## src/rtl/delay_buffer_pkg.sv

```systemverilog
// Shared constants for the delay buffer: parameter limits, counter widths
// and the mode encodings used on the mode input.
package delay_buffer_pkg;

    localparam int MAX_WIDTH  = 32;
    localparam int MAX_DEPTH  = 16;
    localparam int MAX_PERIOD = 16;

    // Counter widths are sized to hold the maximum value itself, so a counter
    // width never depends on the chosen parameters.
    localparam int PCNT_W = $clog2(MAX_PERIOD + 1);
    localparam int FCNT_W = $clog2(MAX_DEPTH + 1);

    typedef enum logic {
        MODE_DECIM = 1'b0,
        MODE_CONT  = 1'b1
    } mode_e;

endpackage

```

## src/rtl/delay_buffer_if.sv

```systemverilog
// Data/control bundle of the delay buffer.
//   master : drives enable, flush, mode, data_in; observes data_out, strobe, fill_valid
//   slave  : the delay buffer itself
interface delay_buffer_if #(
    parameter int WIDTH = 1
);
    logic             enable;
    logic             flush;
    logic             mode;
    logic [WIDTH-1:0] data_in;
    logic [WIDTH-1:0] data_out;
    logic             strobe;
    logic             fill_valid;

    modport master (
        output enable, flush, mode, data_in,
        input  data_out, strobe, fill_valid
    );

    modport slave (
        input  enable, flush, mode, data_in,
        output data_out, strobe, fill_valid
    );
endinterface

```

## src/rtl/delay_buffer_tick_gen.sv

```systemverilog
// Update-tick generator for the delay buffer.
//   clk, reset_L : clock and asynchronous active-low reset
//   enable       : advance the period counter this cycle
//   flush        : synchronous clear of the period counter
//   mode         : 0 = tick every PERIOD enabled edges, 1 = tick every enabled edge
//   tick         : combinational, high when the coming edge is an update edge
module tick_gen
    import delay_buffer_pkg::*;
#(
    parameter int PERIOD = 3
) (
    input  logic clk,
    input  logic reset_L,
    input  logic enable,
    input  logic flush,
    input  logic mode,
    output logic tick
);

    localparam logic [PCNT_W-1:0] LAST = PCNT_W'(PERIOD - 1);

    logic [PCNT_W-1:0] cnt, cnt_nxt;
    logic              mode_q;
    logic              mode_chg;
    logic              at_last;

    assign mode_chg = (mode != mode_q);
    assign at_last  = (cnt == LAST);

    // mode_q follows mode on every edge so a switch is seen exactly once.
    always_ff @(posedge clk or negedge reset_L) begin
        if (!reset_L) begin
            cnt    <= '0;
            mode_q <= MODE_DECIM;
        end else begin
            cnt    <= cnt_nxt;
            mode_q <= mode;
        end
    end

    always_comb begin
        cnt_nxt = cnt;
        if (flush || mode_chg) begin
            cnt_nxt = '0;
        end else if (enable) begin
            if (mode == MODE_CONT || at_last) cnt_nxt = '0;
            else                              cnt_nxt = cnt + 1'b1;
        end
    end

    // A mode-0 switch edge never ticks, except with PERIOD=1 where decimated
    // mode must be indistinguishable from continuous mode.
    always_comb begin
        tick = 1'b0;
        if (enable && !flush) begin
            if (mode == MODE_CONT)                          tick = 1'b1;
            else if (at_last && (!mode_chg || PERIOD == 1)) tick = 1'b1;
        end
    end

endmodule

```

## src/rtl/delay_buffer.sv

```systemverilog
// DEPTH-stage delay line with optional decimated output.
//   clk, reset_L : clock and asynchronous active-low reset
//   bus.enable   : advance the chain and period counter
//   bus.flush    : clear chain, counters and fill status (data_out holds)
//   bus.mode     : 0 = output every PERIOD enabled cycles, 1 = every enabled cycle
//   bus.data_in  : sample entering stage 0
//   bus.data_out : registered oldest stage, loaded on update ticks once filled
//   bus.strobe   : one-cycle pulse after data_out was loaded
//   bus.fill_valid : DEPTH enabled shifts seen since reset/flush
module delay_buffer
    import delay_buffer_pkg::*;
#(
    parameter int WIDTH  = 1,
    parameter int DEPTH  = 2,
    parameter int PERIOD = 3
) (
    input  logic           clk,
    input  logic           reset_L,
    delay_buffer_if.slave  bus
);

    localparam logic [FCNT_W-1:0] FULL = FCNT_W'(DEPTH);

    logic [DEPTH-1:0][WIDTH-1:0] stage;
    logic [FCNT_W-1:0]           fill_cnt;
    logic [WIDTH-1:0]            dout_q;
    logic                        strobe_q;
    logic                        filled;
    logic                        tick;

    assign filled = (fill_cnt == FULL);

    tick_gen #(.PERIOD(PERIOD)) u_tick (
        .clk     (clk),
        .reset_L (reset_L),
        .enable  (bus.enable),
        .flush   (bus.flush),
        .mode    (bus.mode),
        .tick    (tick)
    );

    always_ff @(posedge clk or negedge reset_L) begin
        if (!reset_L) begin
            stage    <= '0;
            fill_cnt <= '0;
        end else if (bus.flush) begin
            stage    <= '0;
            fill_cnt <= '0;
        end else if (bus.enable) begin
            for (int k = DEPTH - 1; k > 0; k--) stage[k] <= stage[k-1];
            stage[0] <= bus.data_in;
            if (!filled) fill_cnt <= fill_cnt + 1'b1;
        end
    end

    // tick is already gated by enable/flush, so it alone decides the load;
    // the oldest stage is sampled before this edge's shift.
    always_ff @(posedge clk or negedge reset_L) begin
        if (!reset_L) begin
            dout_q   <= '0;
            strobe_q <= 1'b0;
        end else begin
            strobe_q <= tick && filled;
            if (tick && filled) dout_q <= stage[DEPTH-1];
        end
    end

    assign bus.data_out   = dout_q;
    assign bus.strobe     = strobe_q;
    assign bus.fill_valid = filled;

endmodule

```

## src/flat_wrapper.sv

```systemverilog
// flat-port wrapper written by rule: the top's interface ports become plain ports
module delay_buffer_flat import delay_buffer_pkg::*;
#(
    parameter int WIDTH  = 1,
    parameter int DEPTH  = 2,
    parameter int PERIOD = 3
)
  (clk, reset_L, bus_enable, bus_flush, bus_mode, bus_data_in, bus_data_out, bus_strobe, bus_fill_valid);
  delay_buffer_if #(.WIDTH(WIDTH)) bus_i ();
  input  logic clk;
  input  logic reset_L;
  input wire logic [$bits(bus_i.enable)-1:0] bus_enable;
  input wire logic [$bits(bus_i.flush)-1:0] bus_flush;
  input wire logic [$bits(bus_i.mode)-1:0] bus_mode;
  input wire logic [$bits(bus_i.data_in)-1:0] bus_data_in;
  output wire logic [$bits(bus_i.data_out)-1:0] bus_data_out;
  output wire logic [$bits(bus_i.strobe)-1:0] bus_strobe;
  output wire logic [$bits(bus_i.fill_valid)-1:0] bus_fill_valid;
  assign bus_i.enable = bus_enable;
  assign bus_i.flush = bus_flush;
  assign bus_i.mode = bus_mode;
  assign bus_i.data_in = bus_data_in;
  assign bus_data_out = bus_i.data_out;
  assign bus_strobe = bus_i.strobe;
  assign bus_fill_valid = bus_i.fill_valid;
  delay_buffer #(.WIDTH(WIDTH), .DEPTH(DEPTH), .PERIOD(PERIOD)) u_core (.clk(clk), .reset_L(reset_L), .bus(bus_i));
endmodule
```

## config.mk

```make
export PLATFORM = sky130hd
export DESIGN_NAME = delay_buffer_flat
export DESIGN_NICKNAME = d
export VERILOG_FILES = /design/src/rtl/delay_buffer_pkg.sv /design/src/rtl/delay_buffer_if.sv /design/src/rtl/delay_buffer_tick_gen.sv /design/src/rtl/delay_buffer.sv /design/src/flat_wrapper.sv
export SDC_FILE = /design/constraint.sdc
export NUM_CORES = 1
export LEC_CHECK = 0
export BUFFER_PORTS_ARGS = -buffer_cell sky130_fd_sc_hd__buf_2
export CAP_MARGIN = 20
export CORE_MARGIN = 2
export CORE_UTILIZATION = 45
export DETAILED_ROUTE_END_ITERATION = 6
export MAX_ROUTING_LAYER = met4
export PLACE_DENSITY_LB_ADDON = 0.08
export SETUP_SLACK_MARGIN = 0.4
export SLEW_MARGIN = 40
export SYNTH_ARGS = -nofsm -noshare
export SYNTH_HDL_FRONTEND = slang
export SYNTH_HIERARCHICAL = 1
export SYNTH_SLANG_ARGS = --single-unit
export TNS_END_PERCENT = 1
```

## constraint.sdc

```tcl
create_clock -name clk -period 1.9 [get_ports clk]
set_input_delay 0.285 -clock clk [delete_from_list [all_inputs] [get_ports clk]]
set_output_delay 0.285 -clock clk [all_outputs]
set_load 0.01 [all_outputs]
```

==> results of run 1 <==
worst max-delay path, cell delays in order (launching register included):
cell and delay (ns):
dfrtp_1 0.41, inv_2 0.07, ha_1 0.13, or4b_4 0.45, o21bai_1 0.12, nor3b_2 0.16, and2_4 0.16, mux2_4 0.29
power by group:
part	internal (mW)	switching (mW)	total, mW	leakage, nW
Clock	0.0814	0.0988	0.180	0.0150
Combinational	0.0449	0.0463	0.0912	0.255
Sequential	0.330	0.0121	0.342	0.204
state kept, by name, summed over array words and instances, names as in the netlist:
register	cells
u_core/stage	2
u_core/u_tick/mode_q	1
u_core/bus.strobe	1
u_core/u_tick/cnt	5
u_core/bus.data_out	1
u_core/fill_cnt	5
what timing repair did:
| action | in CTS | in global routing |
|---|---|---|
| hold buffers | 1 | 0 |
| gates resized for setup | 0 | 6 |
| buffers inserted | 1 | 1 |
| setup endpoints to repair | 4 | 10 |
| pin swaps | 1 | 4 |
| hold endpoints to repair | 15 | 0 |
worst paths after layout:
path,start,end,slack [ns],cells past startpoint
max,u_core/u_tick/cnt[0],u_core/bus.data_out,0.006,7
min reg2reg,u_core/bus.data_out,u_core/bus.data_out,0.51,1
max in group asynchronous,reset_L,u_core/u_tick/mode_q,1.21,2
min,bus_mode,u_core/u_tick/mode_q,0.19,1
min in group asynchronous,reset_L,u_core/u_tick/mode_q,0.43,2
max reg2reg,u_core/u_tick/cnt[0],u_core/bus.data_out,0.006,7
per-layer routing:
metal / part of all wire / vias to the layer above / routed length, um
met2: 0.42 / 15 / 655
met1: 0.52 / 288 / 808
met5: 0 / - / 0
li1: - / 303 / -
met4: 0.020 / 0 / 31
met3: 0.042 / 4 / 66
through the flow:
stage	setup TNS, ns	hold slack, ns	util
finish	0	0.1891	0.5832
global route	-0.1010	0.1690	0.5832
CTS	0	0.1821	0.5663
detailed placement	0	0.2089	0.5407
global placement	0	0.2117	0.5407
floorplan	0	-0.01059	-
logic make-up after synthesis:
logic type / count (synthesis)
fa+ha+maj: 4
flops: 15
simple gates: 32
xor+xnor: 3
mux: 5
compound gates: 9
buf+inv: 5
cells in the mapped netlist (2+ instances only):
library cell  number
nor3b_1            2
ha_1               4
nand4_1            2
dfrtp_1           15
nand2_1            3
inv_1              3
nor2_1             7
xor2_1             3
nand3_1            5
mux2i_1            2
mux2_1             3
cell type report:
class / instances / area [um2] / area share
multi-input combinational: 53 / 440.4 / 0.4422
sequential: 15 / 376.6 / 0.3781
timing repair buffer: 17 / 110.1 / 0.1106
tap: 25 / 31.28 / 0.03141
clock buffer: 4 / 26.28 / 0.02638
inverter: 3 / 11.26 / 0.01131
cells in the final DEF (no fill, tap or decap), types with 2 or more instances in the layout:
| cell | n |
|---|---|
| clkbuf_4 | 3 |
| nand4_1 | 2 |
| mux2_4 | 3 |
| xor2_1 | 3 |
| ha_1 | 3 |
| inv_2 | 2 |
| nor2_1 | 7 |
| mux2i_1 | 2 |
| buf_2 | 8 |
| nand3_1 | 5 |
| or4b_4 | 2 |
| dfrtp_1 | 14 |
| nand2_1 | 3 |
| buf_4 | 8 |
==> impl_results.md, run 1 <==
- Worst-margin pin slew: 0.3364 ns
- Vias per cell: 5.214
- Worst-Skew Late Latency: 0.28 ns
- Normalized max-slew margin: 0.7750
- ANT cells: 0
- Synth unique cells: 35
- Achievable Freq: 0.5281 GHz
- Average size of a mapped cell: 11.00 um2
- Dpl ws: 0.002024 ns
- Placed instance count: 110
- Top cell type's share of synthesized area: 0.4673
- Pin count of the biggest net entering global routing: 16
- Drt initial violations: 12
- Clock-pin slew on the worst setup and hold paths: 0.09 ns
- Fillers: 151
- Yosys top cell by area: dfrtp_1
- # clock sinks: 15
- Routed via count: 610
- First-pass GRT wire length: 2532 um
- Hold Path Class: input port to register
- Nets@finish: 103
- Row count: 15
- RSZ-0062 raised after global routing: true
- Max-slew violations: 0
- Syn. warnings: 6
- WP data arrival: 2.06 ns
- Setup WS post-layout: 0.006274 ns
- M1 GR Usage: 0.2383
- Fin cells: 117
- Area fraction in compound gates after synthesis: 0.08255
- Antenna violations before repair: 0
- Clock Tree Buf Depth: 2
- Power Total: 0.6131 mW
- CTS tree: done
- Final instance area: 996.0 um2
- Adder-Cell Fraction of Synth Area: 0.06231
- DR DRC count: 0
- Main combinational cell family by area after synthesis: simple AND/OR/NAND/NOR gates
- Port bufs: 8
- Post-Synthesis Cells: 73
- Critical path class: register to register
- Seq/Total Area, Yosys: 0.4673
- # H-tree levels: 1
- Multiplexer area fraction after synthesis: 0.06698
- Setup violators final: 0
- DRT Pass-1 Iters: 4
- XOR/XNOR Fraction of Synth Area: 0.03271
- # IOs: 9
- Setup Skew: 0.003067 ns
- Wirelength per Cell: 13.35 um
- PwrDens: 615.6 mW/mm2
- GR peak layer: met2
- GRT met3 Usage: 0.04706
- All-layer global routing usage: 0.1779
- Die height: 46.25 um
- Area after DPL: 923.4 um2
- Final hold vios: 0
- Post-Synth Simple-Gate Area: 0.2632
- Final min period: 1.894 ns
- Outcome: complete, no violations
- CTS root buf: clkbuf_4
- Fin crit share: 0.9967
- Area Growth Syn to Fin: 23.99%
- Crit. End Element: register
- Worst-path maximum fanout: 2
- Post-Route WL: 1562 um
- Critical Path Source Type: register
- Gp weighted congestion: 0.7738
- EDFF count, synth: 0
- Asr flop ratio synth: 1.000
- Antenna-violating nets left: 0
- Starting Density: 0.4703
- Number of global-route vias before repair: 587
- Core area: 0.001708 mm2
- Post-DP HPWL: 1065 um
- Met2 Use GR: 0.2444
- GR Overflow Total: 0
- Layout cells sized above 1: 0.3696
- Peak supply drop: 0.3552 mV
- Die width: 46.25 um
- CP required: 2.07 ns
- TritonCTS buffer count: 3
- Mapped Area: 803.3 um2
- Static Leak: 0.4740 nW
- Most common flop cell mapped by yosys: dfrtp_1
- Synth area leaders: dfrtp_1 47%, ha_1 6.2%, mux2_1 4.2%
- DIE AREA: 0.002139 mm2
- Synthesized flop and latch total: 15
- Syn Nets: 83
- Number of max-cap violations: 0
No activity file was read; power rests on OpenSTA's default activity.
==> run 2, diff against run 1 <==
BUFFER_PORTS_ARGS = -buffer_cell sky130_fd_sc_hd__clkbuf_2   (was -buffer_cell sky130_fd_sc_hd__buf_2)
==> run 2 against run 1 <==
Largest cell class unchanged. Hold slack improved by 0.0084 ns. Critical endpoint unchanged. Die area unchanged. Clock skew fell by 0.0026 ns. Sequential share of layout area down 1.2 points. Setup slack about the same.
==> impl_results.md, run 2 (same netlist as run 1, synthesis figures left out) <==
- Worst r2r dst: u_core/bus.data_out
- Fin util: 0.6015
- Final min period: 1.894 ns
- Worst-Skew Late Latency: 0.28 ns
- Antenna-violating nets left: 0
- Combinational fraction of design power: 0.152
- TritonCTS buffer count: 3
- Reg-to-reg startpoint: u_core/u_tick/cnt[0]
- # clock sinks: 15
- Max-slew violations: 0
- GR Overflow Total: 0
- Final hold vios: 0
- Worst path cell trace: inv_2 > ha_4 > or4b_4 > o21bai_1 > nor3b_2 > and2_4 > mux2_4
- Hold Startpoint: bus_mode
- CTS root buf: clkbuf_4
- Routed via count: 620
- Starting Density: 0.4703
- Die width: 46.25 um
- Antenna violations before repair: 0
- Static Leak: 0.4832 nW
- Drt initial violations: 13
- Achievable Freq: 0.5281 GHz
- DRT Pass-1 Iters: 4
- Area Growth Syn to Fin: 27.88%
- Worst Hold Path EP: u_core/u_tick/mode_q
- DIE AREA: 0.002139 mm2
- Peak supply drop: 0.6062 mV
- Top flop regs: u_core/fill_cnt: 5 flops, u_core/u_tick/cnt: 5 flops, u_core/stage: 2 flops
- WP data arrival: 2.06 ns
- Final instance area: 0.001027 mm2
- Psw: 0.1521 mW
- CP required: 2.07 ns
- Row count: 15
- Post-Route WL: 1593 um
- Setup violators final: 0
- Pin count of the biggest net entering global routing: 16
- Hold depth: 1
- ANT cells: 0
- Met2 Use GR: 0.2444
- Core area: 0.001708 mm2
- Normalized max-slew margin: 0.7498
- Most frequent cells in the layout: 14 x dfrtp_1, 9 x buf_4, 7 x clkbuf_2, 7 x nor2_1, 5 x nand3_1
- Setup Skew: 0.0004451 ns
- Placed instance count: 111
- Sw Ratio: 0.2499
- Die height: 46.25 um
- Clock Tree Buf Depth: 2
- # IOs: 9
- DR DRC count: 0
- Power Total: 0.6086 mW
- GR peak layer: met2
- Nets@finish: 104
- Number of global-route vias before repair: 537
- Clock Power Share: 0.287
- Clock-pin slew on the worst setup and hold paths: 0.08 ns
- Critical path class: register to register
- Area after DPL: 930.9 um2
- Fin crit share: 0.9966
- FF-to-FF setup slack: 0.006 ns
- CTS tree: done
- Worst-margin pin slew: 0.3753 ns
- RSZ-0062 raised after global routing: true
- M1 GR Usage: 0.2117
- Wirelength per Cell: 13.50 um
- Crit. End Element: register
- First-pass GRT wire length: 2394 um
- # H-tree levels: 1
- Number of max-cap violations: 0
- Gp weighted congestion: 0.7980
- Register share of total power: 0.561
- All-layer global routing usage: 0.1682
- Commonest non-fill, non-tap cell in the layout: dfrtp_1
- Outcome: complete, no violations
- Post-DP HPWL: 1115 um
- PwrDens: 592.5 mW/mm2
- Max stage delay on crit path: 0.45 ns
- Layout cells sized above 1: 0.4086
- FF-to-FF path depth: 7
- Slowest cell on the critical path: or4b_4
- Hold Path Class: input port to register
- Critical Path Source Type: register
- Port bufs: 8
- Worst-path maximum fanout: 2
- Cell internal pwr: 0.4565 mW
- GRT met3 Usage: 0.05882
- Fin cells: 118
- Vias per cell: 5.254
[run 2: cell types whose count changed in the layout (fill, tap and decap cells not counted)]
cell      change
ha_4          +1
ha_1          -1
o41ai_2       +1
buf_2         -7
clkbuf_2      +7
a21oi_1       -1
a21oi_2       +1
o41ai_1       -1
buf_4         +1
[run 2: worst max-delay path by stage]
stage,start,endpoint,slack [ns]
2_1_floorplan,u_core/u_tick/cnt[0],u_core/bus.data_out,0.04
3_3_place_gp,u_core/u_tick/cnt[0],u_core/bus.data_out,0.03
3_5_place_dp,u_core/u_tick/cnt[0],u_core/bus.data_out,0.01
4_1_cts,u_core/u_tick/cnt[0],u_core/bus.data_out,0.03
5_1_grt,u_core/u_tick/cnt[0],u_core/bus.data_out,-0.11
6_report,u_core/u_tick/cnt[0],u_core/bus.data_out,0.006
[run 2: what timing repair did]
action	CTS	global route
gates resized for setup	0	11
pin swaps	1	4
setup endpoints to repair	4	10
hold buffers	1	0
hold endpoints to repair	15	0
buffers inserted	1	1
[run 2: worst max-delay path: cells and delay by family (launching register included)]
family / cells / cell delay [ns]
DFF: 1 / 0.39
buffers and inverters: 1 / 0.09
muxes: 1 / 0.29
AOI/OAI and AO/OA: 1 / 0.13
and+or+nand+nor: 3 / 0.77
adders and majority gates: 1 / 0.12
[run 2: area by class of cell]
type | instances | area (um2)
clock buffers | 4 | 26.28
fillers | 142 | 680.7
inverters | 3 | 11.26
multi-input cells | 53 | 464.2
flip-flops and latches | 15 | 376.6
well taps | 25 | 31.28
repair buffers | 18 | 117.6
[run 2: metrics by stage]
stage	setup WS (ns)	TNS [ns]	hold WS, ns
after floorplan	0.03610	0	-0.01059
after global placement	0.02861	0	0.2267
after detailed placement	0.01432	0	0.2237
after CTS	0.03133	0	0.1876
after global routing	-0.1078	-0.1078	0.1724
final	0.006460	0	0.1974
[run 2: power groups by stage]
stage          Clock (mW)  Sequential (mW)  Combinational [mW]
2_1_floorplan           0            0.344              0.0450
5_1_grt             0.206            0.343               0.101
3_3_place_gp            0            0.346              0.0777
3_5_place_dp            0            0.346              0.0785
4_1_cts             0.186            0.340              0.0812
6_report            0.174            0.342              0.0927
[run 2: routing by layer]
| metal | vias up | share of wire |
|---|---|---|
| li1 | 307 | - |
| met1 | 298 | 0.48 |
| met2 | 13 | 0.47 |
| met3 | 2 | 0.036 |
| met4 | 0 | 0.013 |
| met5 | - | 0 |
